$ cat src/rtl/prils_pkg.sv
// Shared definitions for the prils normalization sequencer.
// Provides the prils controller command codes, the sequencer state
// encoding, the default width of the accumulated shift count, and a
// helper that picks the priority-encode command for a given precision.
package prils_pkg;

  localparam int CNT_W_DEF = 7;

  // Commands to the prils controller. Code 5 is never issued.
  localparam logic [2:0] PF_NOP    = 3'd0;
  localparam logic [2:0] PF_PENC_S = 3'd1;
  localparam logic [2:0] PF_PENC_D = 3'd2;
  localparam logic [2:0] PF_LSH_N  = 3'd3;
  localparam logic [2:0] PF_LSH_32 = 3'd4;
  localparam logic [2:0] PF_CLR    = 3'd6;
  localparam logic [2:0] PF_LOAD   = 3'd7;

  typedef enum logic [2:0] {
    ST_IDLE = 3'd0,
    ST_LOAD = 3'd1,
    ST_ENC  = 3'd2,
    ST_SH32 = 3'd3,
    ST_SHN  = 3'd4,
    ST_DONE = 3'd5
  } state_e;

  function automatic logic [2:0] penc_code(input logic dprec);
    return dprec ? PF_PENC_D : PF_PENC_S;
  endfunction

endpackage

$ cat src/rtl/prils_shacc.sv
// Saturating shift accumulator and pass counter.
// Ports:
//   clk_i, reset_i  clock, async active-high reset
//   hold_i          freeze both counters
//   clr_i           clear both counters (wins over add_i)
//   add_i           add add_amt_i to the total and count one pass
//   add_amt_i       shift amount of the pass just completed (0..32)
//   total_o         accumulated shift, saturates at all-ones
//   pass_o          number of completed passes, saturates at all-ones
module prils_shacc
  import prils_pkg::*;
#(
  parameter int CNT_W  = CNT_W_DEF,
  parameter int PASS_W = 2
) (
  input  logic              clk_i,
  input  logic              reset_i,
  input  logic              hold_i,
  input  logic              clr_i,
  input  logic              add_i,
  input  logic [5:0]        add_amt_i,
  output logic [CNT_W-1:0]  total_o,
  output logic [PASS_W-1:0] pass_o
);

  logic [CNT_W-1:0]  total_q, total_d;
  logic [PASS_W-1:0] pass_q, pass_d;
  logic [CNT_W:0]    sum;

  always_comb begin
    // One extra bit catches the carry that triggers saturation.
    sum     = {1'b0, total_q} + {{(CNT_W-5){1'b0}}, add_amt_i};
    total_d = total_q;
    pass_d  = pass_q;
    if (clr_i) begin
      total_d = '0;
      pass_d  = '0;
    end else if (add_i) begin
      total_d = sum[CNT_W] ? '1 : sum[CNT_W-1:0];
      if (pass_q != '1) pass_d = pass_q + PASS_W'(1);
    end
  end

  always_ff @(posedge clk_i or posedge reset_i) begin
    if (reset_i) begin
      total_q <= '0;
      pass_q  <= '0;
    end else if (!hold_i) begin
      total_q <= total_d;
      pass_q  <= pass_d;
    end
  end

  assign total_o = total_q;
  assign pass_o  = pass_q;

endmodule

$ cat src/rtl/prils_norm_seq.sv
// Normalization sequencer for the prils priority-encode / left-shift path.
// Loads the mantissa, alternates priority-encode and shift commands until
// the leading-zero count reads zero, and reports the total left shift.
// Ports:
//   clk_i, reset_i   clock, async active-high reset
//   fpuhold_i        global stall, freezes all state and outputs
//   start_i          begin an operation (accepted only in IDLE)
//   dprec_i          1 = double precision, sampled with start
//   zero_in_i        mantissa is zero, sampled with start
//   lz_cnt_i         leading-zero count, valid in the ENC cycle
//   prifunc_o        command to the prils controller
//   shamt_o          shift amount accompanying LSH_N
//   busy_o           operation in progress (through DONE)
//   done_o           one-cycle completion pulse
//   shift_total_o    accumulated left shift, held until next start
//   zero_out_o       result is zero
//   err_o            pass limit exceeded or illegal single-precision count
//
// state | meaning
// IDLE  | waiting for start, prifunc = NOP
// LOAD  | mantissa load command issued
// ENC   | priority encode issued, lz_cnt examined at end of cycle
// SH32  | shift by 32 issued
// SHN   | shift by shamt issued
// DONE  | clear issued, done pulse
module prils_norm_seq
  import prils_pkg::*;
#(
  parameter int CNT_W    = CNT_W_DEF,
  parameter int MAX_PASS = 3,
  parameter int SP_MAXLZ = 23
) (
  input  logic             clk_i,
  input  logic             reset_i,
  input  logic             fpuhold_i,
  input  logic             start_i,
  input  logic             dprec_i,
  input  logic             zero_in_i,
  input  logic [5:0]       lz_cnt_i,
  output logic [2:0]       prifunc_o,
  output logic [4:0]       shamt_o,
  output logic             busy_o,
  output logic             done_o,
  output logic [CNT_W-1:0] shift_total_o,
  output logic             zero_out_o,
  output logic             err_o
);

  localparam int PASS_W = $clog2(MAX_PASS + 1);
  localparam logic [PASS_W-1:0] MAX_PASS_V = PASS_W'(MAX_PASS);
  localparam logic [5:0]        SP_MAXLZ_V = 6'(SP_MAXLZ);

  state_e            state_q;
  logic [2:0]        prifunc_q;
  logic [4:0]        shamt_q;
  logic              busy_q;
  logic              done_q;
  logic              zero_q;
  logic              err_q;
  logic              dprec_q;
  logic [PASS_W-1:0] pass_cnt;
  logic              acc_clr;
  logic              acc_add;
  logic [5:0]        acc_amt;

  // The shift of a pass is credited at the end of its SH32/SHN cycle.
  assign acc_clr = (state_q == ST_IDLE) && start_i;
  assign acc_add = (state_q == ST_SH32) || (state_q == ST_SHN);
  assign acc_amt = (state_q == ST_SH32) ? 6'd32 : {1'b0, shamt_q};

  prils_shacc #(
    .CNT_W  (CNT_W),
    .PASS_W (PASS_W)
  ) u_shacc (
    .clk_i     (clk_i),
    .reset_i   (reset_i),
    .hold_i    (fpuhold_i),
    .clr_i     (acc_clr),
    .add_i     (acc_add),
    .add_amt_i (acc_amt),
    .total_o   (shift_total_o),
    .pass_o    (pass_cnt)
  );

  always_ff @(posedge clk_i or posedge reset_i) begin
    if (reset_i) begin
      state_q   <= ST_IDLE;
      prifunc_q <= PF_NOP;
      shamt_q   <= '0;
      busy_q    <= 1'b0;
      done_q    <= 1'b0;
      zero_q    <= 1'b0;
      err_q     <= 1'b0;
      dprec_q   <= 1'b0;
    end else if (!fpuhold_i) begin
      done_q  <= 1'b0;
      shamt_q <= '0;
      case (state_q)
        ST_IDLE: begin
          prifunc_q <= PF_NOP;
          if (start_i) begin
            dprec_q <= dprec_i;
            err_q   <= 1'b0;
            busy_q  <= 1'b1;
            if (zero_in_i) begin
              state_q   <= ST_DONE;
              prifunc_q <= PF_CLR;
              done_q    <= 1'b1;
              zero_q    <= 1'b1;
            end else begin
              state_q   <= ST_LOAD;
              prifunc_q <= PF_LOAD;
              zero_q    <= 1'b0;
            end
          end
        end
        ST_LOAD: begin
          state_q   <= ST_ENC;
          prifunc_q <= penc_code(dprec_q);
        end
        ST_ENC: begin
          if (lz_cnt_i == '0) begin
            state_q   <= ST_DONE;
            prifunc_q <= PF_CLR;
            done_q    <= 1'b1;
          end else if ((!dprec_q && (lz_cnt_i > SP_MAXLZ_V)) ||
                       (pass_cnt == MAX_PASS_V)) begin
            state_q   <= ST_DONE;
            prifunc_q <= PF_CLR;
            done_q    <= 1'b1;
            err_q     <= 1'b1;
          end else if (lz_cnt_i[5]) begin
            state_q   <= ST_SH32;
            prifunc_q <= PF_LSH_32;
          end else begin
            state_q   <= ST_SHN;
            prifunc_q <= PF_LSH_N;
            shamt_q   <= lz_cnt_i[4:0];
          end
        end
        ST_SH32, ST_SHN: begin
          state_q   <= ST_ENC;
          prifunc_q <= penc_code(dprec_q);
        end
        ST_DONE: begin
          state_q   <= ST_IDLE;
          prifunc_q <= PF_NOP;
          busy_q    <= 1'b0;
        end
        default: begin
          state_q   <= ST_IDLE;
          prifunc_q <= PF_NOP;
          busy_q    <= 1'b0;
        end
      endcase
    end
  end

  assign prifunc_o  = prifunc_q;
  assign shamt_o    = shamt_q;
  assign busy_o     = busy_q;
  assign done_o     = done_q;
  assign zero_out_o = zero_q;
  assign err_o      = err_q;

endmodule

$ cat config.mk
export PLATFORM = sky130hd
export DESIGN_NAME = prils_norm_seq
export DESIGN_NICKNAME = d
export VERILOG_FILES = /design/src/rtl/prils_pkg.sv /design/src/rtl/prils_shacc.sv /design/src/rtl/prils_norm_seq.sv
export SDC_FILE = /design/constraint.sdc
export NUM_CORES = 1
export LEC_CHECK = 0
export BUFFER_PORTS_ARGS = -buffer_cell sky130_fd_sc_hd__buf_2
export CORE_AREA = 2 2 75 77
export CTS_BUF_LIST = sky130_fd_sc_hd__clkbuf_16
export DETAILED_ROUTE_END_ITERATION = 16
export DIE_AREA = 0 0 77 79
export PLACE_DENSITY = 0.48
export SYNTH_ARGS = -nofsm -noshare
export SYNTH_HDL_FRONTEND = slang
export SYNTH_SLANG_ARGS = --single-unit
$ cat constraint.sdc
create_clock -name clk_i -period 3.5 [get_ports clk_i]
set_input_delay 0.875 -clock clk_i [delete_from_list [all_inputs] [get_ports clk_i]]
set_output_delay 0.875 -clock clk_i [all_outputs]
set_load 0.02 [all_outputs]
==> results.toml, run 1 <==
[run_status]
status = "finished, final reports clean"

[logic_synthesis]
syn_area_mm2 = 0.001515
ys_async_sr_fraction_pct = 100.0
synth.distinct_cells = 42
ys_seq_area_share_pct = 41.29
synth_ff_type = "dfrtp_1"
synthCells = 166
synth_seq_cells = 25
syn_avg_cell_area_um2 = 9.128
yosys_warnings = 0
synth_nets = 186
synth_edf_count = 0

[pwr]
vdd_ir_drop_max_mv = 0.3309
power_density_mw_per_mm2 = 759.8
p_leak_nw = 0.8901
p_total_mw = 1.361

[placement]
gp_congestion = 0.7571
hpwl_mm = 2.764
place_ws_ns = 0.9433
dpl_cell_area_mm2 = 0.001713
port_buffers = 30

[clocking]
post_cts_buffers = 0
htreeDepth = 1
cts_buffers = 3
cts_tree = "yes"
cts-root-buf = "clkbuf_16"
cts_max_path_buffers = 2
cts_resized = 0
insertion_delay_ns = 0.26
clock-sinks = 25
clk_pin_slew_ns = 0.07
hold_buffers = 0

[hold_path]
min-delay-path-class = "reg -> reg"

[sta]
rsz0062_at_grt = "false"
drv_slew = 0
max_freq_mhz = 390.7
final-hold-violation-count = 0
period_share_pct = 73.12
relSlewSlack_pct = 33.84
totalNegativeSetupSlack_ns = 0
final-setup-viol-count = 0
whs_ns = 0.4794
finalCriticalPeriod_ns = 2.559
clock_skew_ns = 0.001260
worst_slack_ns = 0.9408
tightest_slew_ns = 0.9914

[setup_path]
slowest_stage = "dfrtp_1"
cpLargestDelayFamily = "compound AO/OA/AOI/OAI gates"
worst-path-max-fanout = 11
cpMostUsedCell = "o21ai_0"
critical_path.max_stage_delay_ns = 0.56
path_class = "reg -> reg"
arrival_ns = 2.68
critPathLaunchType = "register"
path_cells = "and3b_1 -> nand2b_1 -> inv_1 -> ha_1 -> a211oi_1 -> nor2_1 -> o221a_2 -> o21ai_0 -> o21ai_0"
cp_num_buf_inv = 1
required_ns = 3.62
worstSetupEndpointType = "register"

[floorplanning]
initial_core_util_pct = 28.39
rows = 27
fp.dieArea_mm2 = 0.006083
io_pins = 31
die_w_um = 77
die_h_um = 79
fp.coreArea_mm2 = 0.005338

[global_route]
grt_pass1_vias = 1201
grt_max_degree = 26
gr-usage-all-layers_pct = 12.53
overflow = 0
grt_pass1_wl_mm = 6.023
antenna_found_initial = 0

[detailed_routing]
via_count = 1274
antenna_left = 0
wire_per_inst_um = 13.85
routed_wl_mm = 3.657
drc_errors = 0
drt_iter0_drc = 29
avgViaCountPerCell = 4.826
drt_first_pass_iters = 4

[final_layout]
antenna_cells = 0
fillers = 581
fin_area_mm2 = 0.001792
area_growth_pct = 18.25
drive_gt1_share_pct = 21.35
fin_nets = 213

[run]
drv_cap = 0
layout by cell type (no fill, tap or decap), types with 2 or more instances in the layout:
master / instances
a31oi_1: 4
o21ai_0: 21
ha_1: 7
nand3b_1: 2
or2_2: 2
nand2_1: 21
nand3_1: 3
a21oi_1: 9
nor3b_1: 2
a221oi_1: 2
o21a_1: 5
and3_1: 2
dfrtp_1: 25
xor2_1: 2
nand2b_1: 5
nor2b_1: 9
nor2_1: 7
inv_1: 7
clkbuf_16: 3
a22o_1: 4
buf_2: 30
cell families after synthesis:
group / synth area share [%]
compound gates: 23.04
xor+xnor: 1.734
fa+ha+maj: 7.101
buf+inv: 4.294
flops: 41.29
mux: 1.404
simple gates: 21.14
sequential cells by signal, indices dropped and copies added (netlist names), 2 cells and up:
signal,flops
u_shacc.total_o,7
shamt_o,5
prifunc_o,3
state_q,3
u_shacc.pass_o,2
power by group:
group          internal [mW]  switching [mW]
sequential             0.396           0.124
combinational          0.245           0.339
clock                  0.153           0.104
total                  0.794           0.567
cell usage after synthesis (2+ instances only):
library cell / instances / share of area [%]
a22o_1: 4 / 2.3
a221oi_1: 2 / 1.2
nand2b_1: 5 / 2.1
ha_1: 7 / 5.8
o21a_1: 5 / 2.5
nor2b_1: 9 / 3.7
nor3b_1: 2 / 0.99
and3_1: 2 / 0.83
xor2_1: 2 / 1.2
clkbuf_1: 3 / 0.74
buf_2: 4 / 1.3
or2_2: 2 / 0.83
nand3b_1: 2 / 0.99
inv_1: 6 / 1.5
a21oi_1: 9 / 3.0
nand3_1: 3 / 0.99
nor2_1: 7 / 1.7
dfrtp_1: 25 / 41
nand2_1: 21 / 5.2
o21ai_0: 21 / 6.9
a31oi_1: 4 / 1.7
per-stage QoR:
step           instances  util (%)
3_3_place_gp         260     32.09
3_5_place_dp         260     32.09
5_1_grt              264     33.57
4_1_cts              264     33.57
6_report             264     33.57
2_1_floorplan        166         -
final timing paths:
kind | cells after the start | start | end | slack [ns]
max | 9 | state_q[0] | u_shacc.total_o[2] | 0.94
min | 2 | prifunc_o[0] | prifunc_o[0] | 0.48
max reg2reg | 9 | state_q[0] | u_shacc.total_o[2] | 0.94
min reg2reg | 2 | prifunc_o[0] | prifunc_o[0] | 0.48
max in group asynchronous | 2 | reset_i | state_q[0] | 2.06
min in group asynchronous | 2 | reset_i | u_shacc.total_o[6] | 0.84
per-layer routing:
metal | vias to the layer above | global-route usage, % | wire length, um
met5 | - | 0 | 0
met4 | 0 | 1.964 | 17
met3 | 2 | 3.182 | 192
met2 | 37 | 21.58 | 1709
met1 | 591 | 16.27 | 1739
li1 | 644 | - | -
layout make-up:
type / instances / area [um2] / share of cell area, %
clock buffer: 3 / 75.07 / 4.190
clock inverter: 1 / 3.754 / 0.2095
inverter: 6 / 22.52 / 1.257
multi-input combinational: 127 / 824.5 / 46.02
sequential: 25 / 625.6 / 34.92
tap: 72 / 90.09 / 5.028
timing repair buffer: 30 / 150.1 / 8.380
worst reg2reg max path: stages, from the launching register on:
cell and delay, ns:
dfrtp_1 0.56, and3b_1 0.37, nand2b_1 0.19, inv_1 0.05, ha_1 0.28, a211oi_1 0.32, nor2_1 0.12, o221a_2 0.28
o21ai_0 0.14, o21ai_0 0.10
(Power assumes the default switching activity.)
==> inputs of run 2 (changes only) <==
ABC_AREA = 1   (was unset)
CORE_AREA = 2 2 77 79   (was 2 2 75 77)
DIE_AREA = 0 0 79 81   (was 0 0 77 79)
PLACE_DENSITY = 0.5   (was 0.48)
clock period = 2.05 ns   (was 3.5 ns; I/O delays follow)
==> run 2 against run 1 <==
Effect of this change:
- sequential power increased by 50%
- die area increased by 5.2%
- combinational power increased by 120%
- utilization increased by 2.5 points
- largest power group unchanged
- critical path depth increased by 4
- via count increased by 19%
- cell count increased by 31%
- synthesized area increased by 7.1%
- power increased by 83%
==> results.toml, run 2 <==
[setup_path]
required_ns = 2.19
critical_path.max_stage_delay_ns = 0.38
path_class = "reg -> reg"
worst-path-max-fanout = 7
path_cells = "inv_1 -> nand3_2 -> inv_4 -> nor2_1 -> ha_1 -> nand2_1 -> nand2_1 -> nand2_1 -> nand2_1 -> a21oi_4 -> nand2_1 -> nand2_1 -> o21ai_0"
arrival_ns = 2.04
cpLargestDelayFamily = "simple AND/OR/NAND/NOR gates"
worstSetupEndpointType = "register"
critPathLaunchType = "register"
cpMostUsedCell = "nand2_1"
cp_num_buf_inv = 2
reg2reg_slack_ns = 0.15
slowest_stage = "dfrtp_1"

[final_layout]
antenna_cells = 0
largest_reg_flops = 7
final-instance-count-excl-fill = 347
utilization_pct = 36.07
final_cell_mix = "78 x nand2_1, 40 x inv_1, 30 x buf_2"
final_common_cell = "nand2_1"
fillers = 618
multi_input_area_um2 = 852.1
drive_gt1_share_pct = 23.90
area_growth_pct = 26.14
fin_nets = 293
layout.area.seq_um2 = 625.6

[pwr]
power_density_mw_per_mm2 = 1219
clkPwrFrac_pct = 17.8
power.internal_mw = 1.395
p_leak_nw = 1.202
vdd_ir_drop_max_mv = 0.5025
switchingPower_mw = 1.100
combPwrFrac_pct = 50.8
p_sw_share_pct = 44.08
p_seq_share_pct = 31.3
p_total_mw = 2.494

[floorplanning]
io_pins = 31
die_w_um = 79
fp.coreArea_mm2 = 0.005675
die_h_um = 81
fp.dieArea_mm2 = 0.006399
rows = 28
initial_core_util_pct = 28.59

[placement]
placed_cells_incl_taps = 341
gp_congestion = 0.8478
hpwl_mm = 3.198
place_ws_ns = -0.01571
port_buffers = 30

[logic_synthesis]
synthCells = 229
synth_edf_count = 0
synth_seq_cells = 25
ys_seq_area_share_pct = 38.55
syn_avg_cell_area_um2 = 7.086
yosys.area.top_type_share_pct = 38.55
yosys_warnings = 0
ys_async_sr_fraction_pct = 100.0
yosys.area.top_type = "dfrtp_1"
syn_area_mm2 = 0.001623
synth_ff_type = "dfrtp_1"
yosysMostFrequentCell = "nand2_1"
synth_nets = 249
synth.distinct_cells = 26
netlist_top_cells_count = "78 x nand2_1, 40 x inv_1, 25 x dfrtp_1, 19 x nand3_1, 14 x nor2_1"
synth_area_leaders = "dfrtp_1 39%, nand2_1 18%, inv_1 9.3%"

[clocking]
htreeDepth = 1
cts_max_path_buffers = 2
insertion_delay_ns = 0.26
cts_tree = "yes"
cts_buffers = 3
clk_pin_slew_ns = 0.07
cts-root-buf = "clkbuf_16"
clock-sinks = 25
hold_buffers = 0

[sta]
worst_slack_ns = 0.1540
clock_skew_ns = 0.005181
relSlewSlack_pct = 75.27
tightest_slew_ns = 0.3701
drv_slew = 0
max_freq_mhz = 527.4
finalCriticalPeriod_ns = 1.896
final-hold-violation-count = 0
whs_ns = 0.2974
period_share_pct = 92.49
final-setup-viol-count = 0

[detailed_routing]
drc_errors = 0
via_count = 1520
drt_iter0_drc = 58
drt_first_pass_iters = 4
routed_wl_mm = 4.197
wire_per_inst_um = 12.10
avgViaCountPerCell = 4.380
antenna_left = 0

[global_route]
antenna_found_initial = 0
gr-usage-all-layers_pct = 14.48
grt_max_degree = 26
overflow = 0
grt_pass1_wl_mm = 7.203
grt_pass1_vias = 1536

[hold_path]
min-delay-path-class = "in -> async"

[run]
drv_cap = 0

[run_status]
status = "finished, final reports clean"
==> run 2: cell count changes after synthesis, sizes merged, moves of 8 or more <==
| cell | previous run | this run |
|---|---|---|
| inv | 6 | 45 |
| nand2 | 21 | 83 |
| nand3 | 3 | 23 |
| nor2 | 7 | 15 |
| nor2b | 9 | 0 |
| o21ai | 21 | 9 |
==> run 2: final timing paths <==
path	start	endpoint	cells after the start
hold / removal	reset_i	u_shacc.total_o[2]	3
setup / recovery	state_q[2]	u_shacc.total_o[1]	13
setup reg to reg	state_q[2]	u_shacc.total_o[1]	13
max in group asynchronous	reset_i	done_o	3
hold reg to reg	prifunc_o[2]	prifunc_o[2]	2
min in group clk_i	prifunc_o[2]	prifunc_o[2]	2
==> run 2: metal layers <==
metal	wire length [um]	GRT usage, %	vias up
met5	0	0	-
met4	48	3.448	0
met3	158	3.111	6
met2	2007	25.68	28
met1	1983	18.05	690
li1	-	-	796
==> run 2: tightest hold or removal path: stages <==
cell,delay [ns]
buf_2,0.09
inv_1,0.04
buf_4,0.32
==> run 2: cell families (layout without fill, tap and decap cells) <==
kind of cell,count (synthesis),in the layout,share of synthesized area (%)
buf+inv,46,89,10.64
flops,25,25,38.55
compound gates,22,22,8.481
simple gates,126,126,34.62
fa+ha+maj,8,8,6.630
xor+xnor,2,2,1.080
==> run 2: stage by stage <==
step | cell area, um2 | setup TNS (ns)
finish | 2047 | 0
global route | 2047 | -0.01283
CTS | 2009 | 0
detailed placement | 1923 | -0.05414
global placement | 1923 | 0
floorplan | 1623 | 0
==> run 2: cell type report <==
cell class	instances	area share (%)
multi-input combinational	158	41.63
sequential	25	30.56
timing repair buffer	40	11.00
inverter	45	8.374
tap	75	4.584
clock buffer	3	3.667
clock inverter	1	0.1834
==> run 2: timing repair <==
item                       in CTS  in global routing
setup endpoints to repair       5                  7
pin swaps                       0                  2
gates resized for setup         1                  5
setup buffers                   0                  2
==> run 2: power groups by stage <==
stage | registers (mW) | clock network, mW | logic (mW)
3_3_place_gp | 0.790 | 0 | 1.21
4_1_cts | 0.783 | 0.466 | 1.22
2_1_floorplan | 0.929 | 0 | 0.703
5_1_grt | 0.802 | 0.484 | 1.44
3_5_place_dp | 0.791 | 0 | 1.21
6_report | 0.782 | 0.445 | 1.27
==> inputs of run 3 (changes only) <==
CAP_MARGIN = 20   (was unset)
CORE_AREA = 2 2 74 83   (was 2 2 77 79)
DIE_AREA = 0 0 76 85   (was 0 0 79 81)
==> run 3 against run 2 <==
Effect of this change:
- fmax grew 2.5%
- non-clock buffer count unchanged
- combinational power hardly changed
- clock-buffer cell count unchanged
- wire length fell by 4.9%
- first-iteration DRC count shrank 43%
- register-to-register slack better by 0.05 ns
- global-route usage decreased by 1.4 points
- sequential power hardly changed
- largest cell class unchanged
- highest routed layer unchanged
==> results.toml, run 3 (synthesized netlist as in run 2, its figures left out) <==
[detailed_routing]
wire_per_inst_um = 11.44
via_count = 1516
avgViaCountPerCell = 4.344
drt_iter0_drc = 33
drc_errors = 0
drt_first_pass_iters = 4
antenna_left = 0
routed_wl_mm = 3.992

[clocking]
insertion_delay_ns = 0.26
clk_pin_slew_ns = 0.07
cts-root-buf = "clkbuf_16"
cts_max_path_buffers = 2
clock-sinks = 25
cts_tree = "yes"
htreeDepth = 1
cts_buffers = 3

[global_route]
grt_pass1_vias = 1495
antenna_found_initial = 0
gr-usage-all-layers_pct = 13.09
grt_max_degree = 26
overflow = 0
grt_pass1_wl_mm = 6.858

[final_layout]
final_cell_mix = "77 x nand2_1, 38 x inv_1, 30 x buf_2"
largest_reg_flops = 7
area_growth_pct = 25.83
antenna_cells = 0
drive_gt1_share_pct = 25.00
final_common_cell = "nand2_1"
final-instance-count-excl-fill = 349
fin_nets = 293

[floorplanning]
die_h_um = 85
fp.coreArea_mm2 = 0.005624
die_w_um = 76
rows = 29
io_pins = 31
fp.dieArea_mm2 = 0.006460
initial_core_util_pct = 28.85

[setup_path]
cp_num_buf_inv = 3
path_class = "reg -> reg"
arrival_ns = 2.01
critPathLaunchType = "register"
slowest_stage = "dfrtp_1"
worst-path-max-fanout = 7
cpLargestDelayFamily = "simple AND/OR/NAND/NOR gates"
cpMostUsedCell = "nand2_1"
path_cells = "inv_1 -> nand3_2 -> inv_2 -> nor2_1 -> ha_1 -> nand2_1 -> inv_1 -> nand2_1 -> nand2_2 -> a21oi_4 -> nand3_1 -> nand2_1 -> nand2_1"
critical_path.max_stage_delay_ns = 0.39
worstSetupEndpointType = "register"
required_ns = 2.21

[sta]
whs_ns = 0.2939
clock_skew_ns = 0.004670
tightest_slew_ns = 0.3431
drv_slew = 0
max_freq_mhz = 540.6
relSlewSlack_pct = 77.07
final-hold-violation-count = 0
rsz0062_at_grt = "false"
totalNegativeSetupSlack_ns = 0
worst_slack_ns = 0.2000
period_share_pct = 90.24
finalCriticalPeriod_ns = 1.850
final-setup-viol-count = 0

[placement]
gp_congestion = 0.7993
hpwl_mm = 3.113
port_buffers = 30
placed_cells_incl_taps = 343
place_ws_ns = 0.04922

[pwr]
power_density_mw_per_mm2 = 1217
p_leak_nw = 1.188
vdd_ir_drop_max_mv = 0.6497
p_total_mw = 2.484

[run]
drv_cap = 0

[run_status]
status = "finished, final reports clean"

[hold_path]
min-delay-path-class = "in -> async"
-- run 3: per-layer routing --
layer / GRT usage (%) / wire [um] / up-vias / share of wire, %
met3: 2.553 / 172 / 4 / 4.3
met2: 23.46 / 1935 / 36 / 48
met5: 0 / 0 / - / 0
li1: - / - / 805 / -
met4: 3.140 / 43 / 0 / 1.1
met1: 16.32 / 1840 / 671 / 46
-- run 3: metrics by stage --
step,area [um2],util (%)
after floorplan,1623,-
after global placement,1926,34.24
after detailed placement,1926,34.24
after CTS,2008,35.71
after global routing,2042,36.31
final,2042,36.31
-- run 3: worst paths after layout --
kind / endpoint / start / cells after the start / slack [ns]
min: u_shacc.total_o[4] / reset_i / 3 / 0.29
min reg2reg: prifunc_o[0] / prifunc_o[0] / 2 / 0.47
max: u_shacc.total_o[5] / state_q[2] / 13 / 0.20
max in group asynchronous: state_q[0] / reset_i / 3 / 1.50
max reg2reg: u_shacc.total_o[5] / state_q[2] / 13 / 0.20
min in group clk_i: prifunc_o[0] / prifunc_o[0] / 2 / 0.47
-- run 3: what timing repair did --
action	4_1_cts	5_1_grt
setup buffers	0	2
resized for setup	0	7
hold buffers	0	0
endpoints found under the hold margin	0	0
setup endpoints to repair	0	7
-- run 3: layout make-up --
| cell class | instances | area (um2) |
|---|---|---|
| multi-input cells | 158 | 843.3 |
| flip-flops and latches | 25 | 625.6 |
| inverters | 45 | 168.9 |
| clock inverters | 1 | 7.507 |
| fillers | 620 | 3582 |
| clock buffers | 3 | 75.07 |
| well taps | 77 | 96.34 |
| repair buffers | 40 | 225.2 |
-- run 3: worst register-to-register path, delay by kind of cell (launching register included) --
family / cells / cell delay [ns]
DFF: 1 / 0.39
and+or+nand+nor: 8 / 0.59
buffers and inverters: 3 / 0.24
AOI/OAI and AO/OA: 1 / 0.24
adders and majority gates: 1 / 0.30
-- run 3: power breakdown --
part           switching [mW]  internal, mW  leakage (nW)
registers               0.114         0.665         0.330
logic                   0.784         0.467         0.821
clock network           0.189         0.265        0.0371
total                    1.09          1.40          1.19
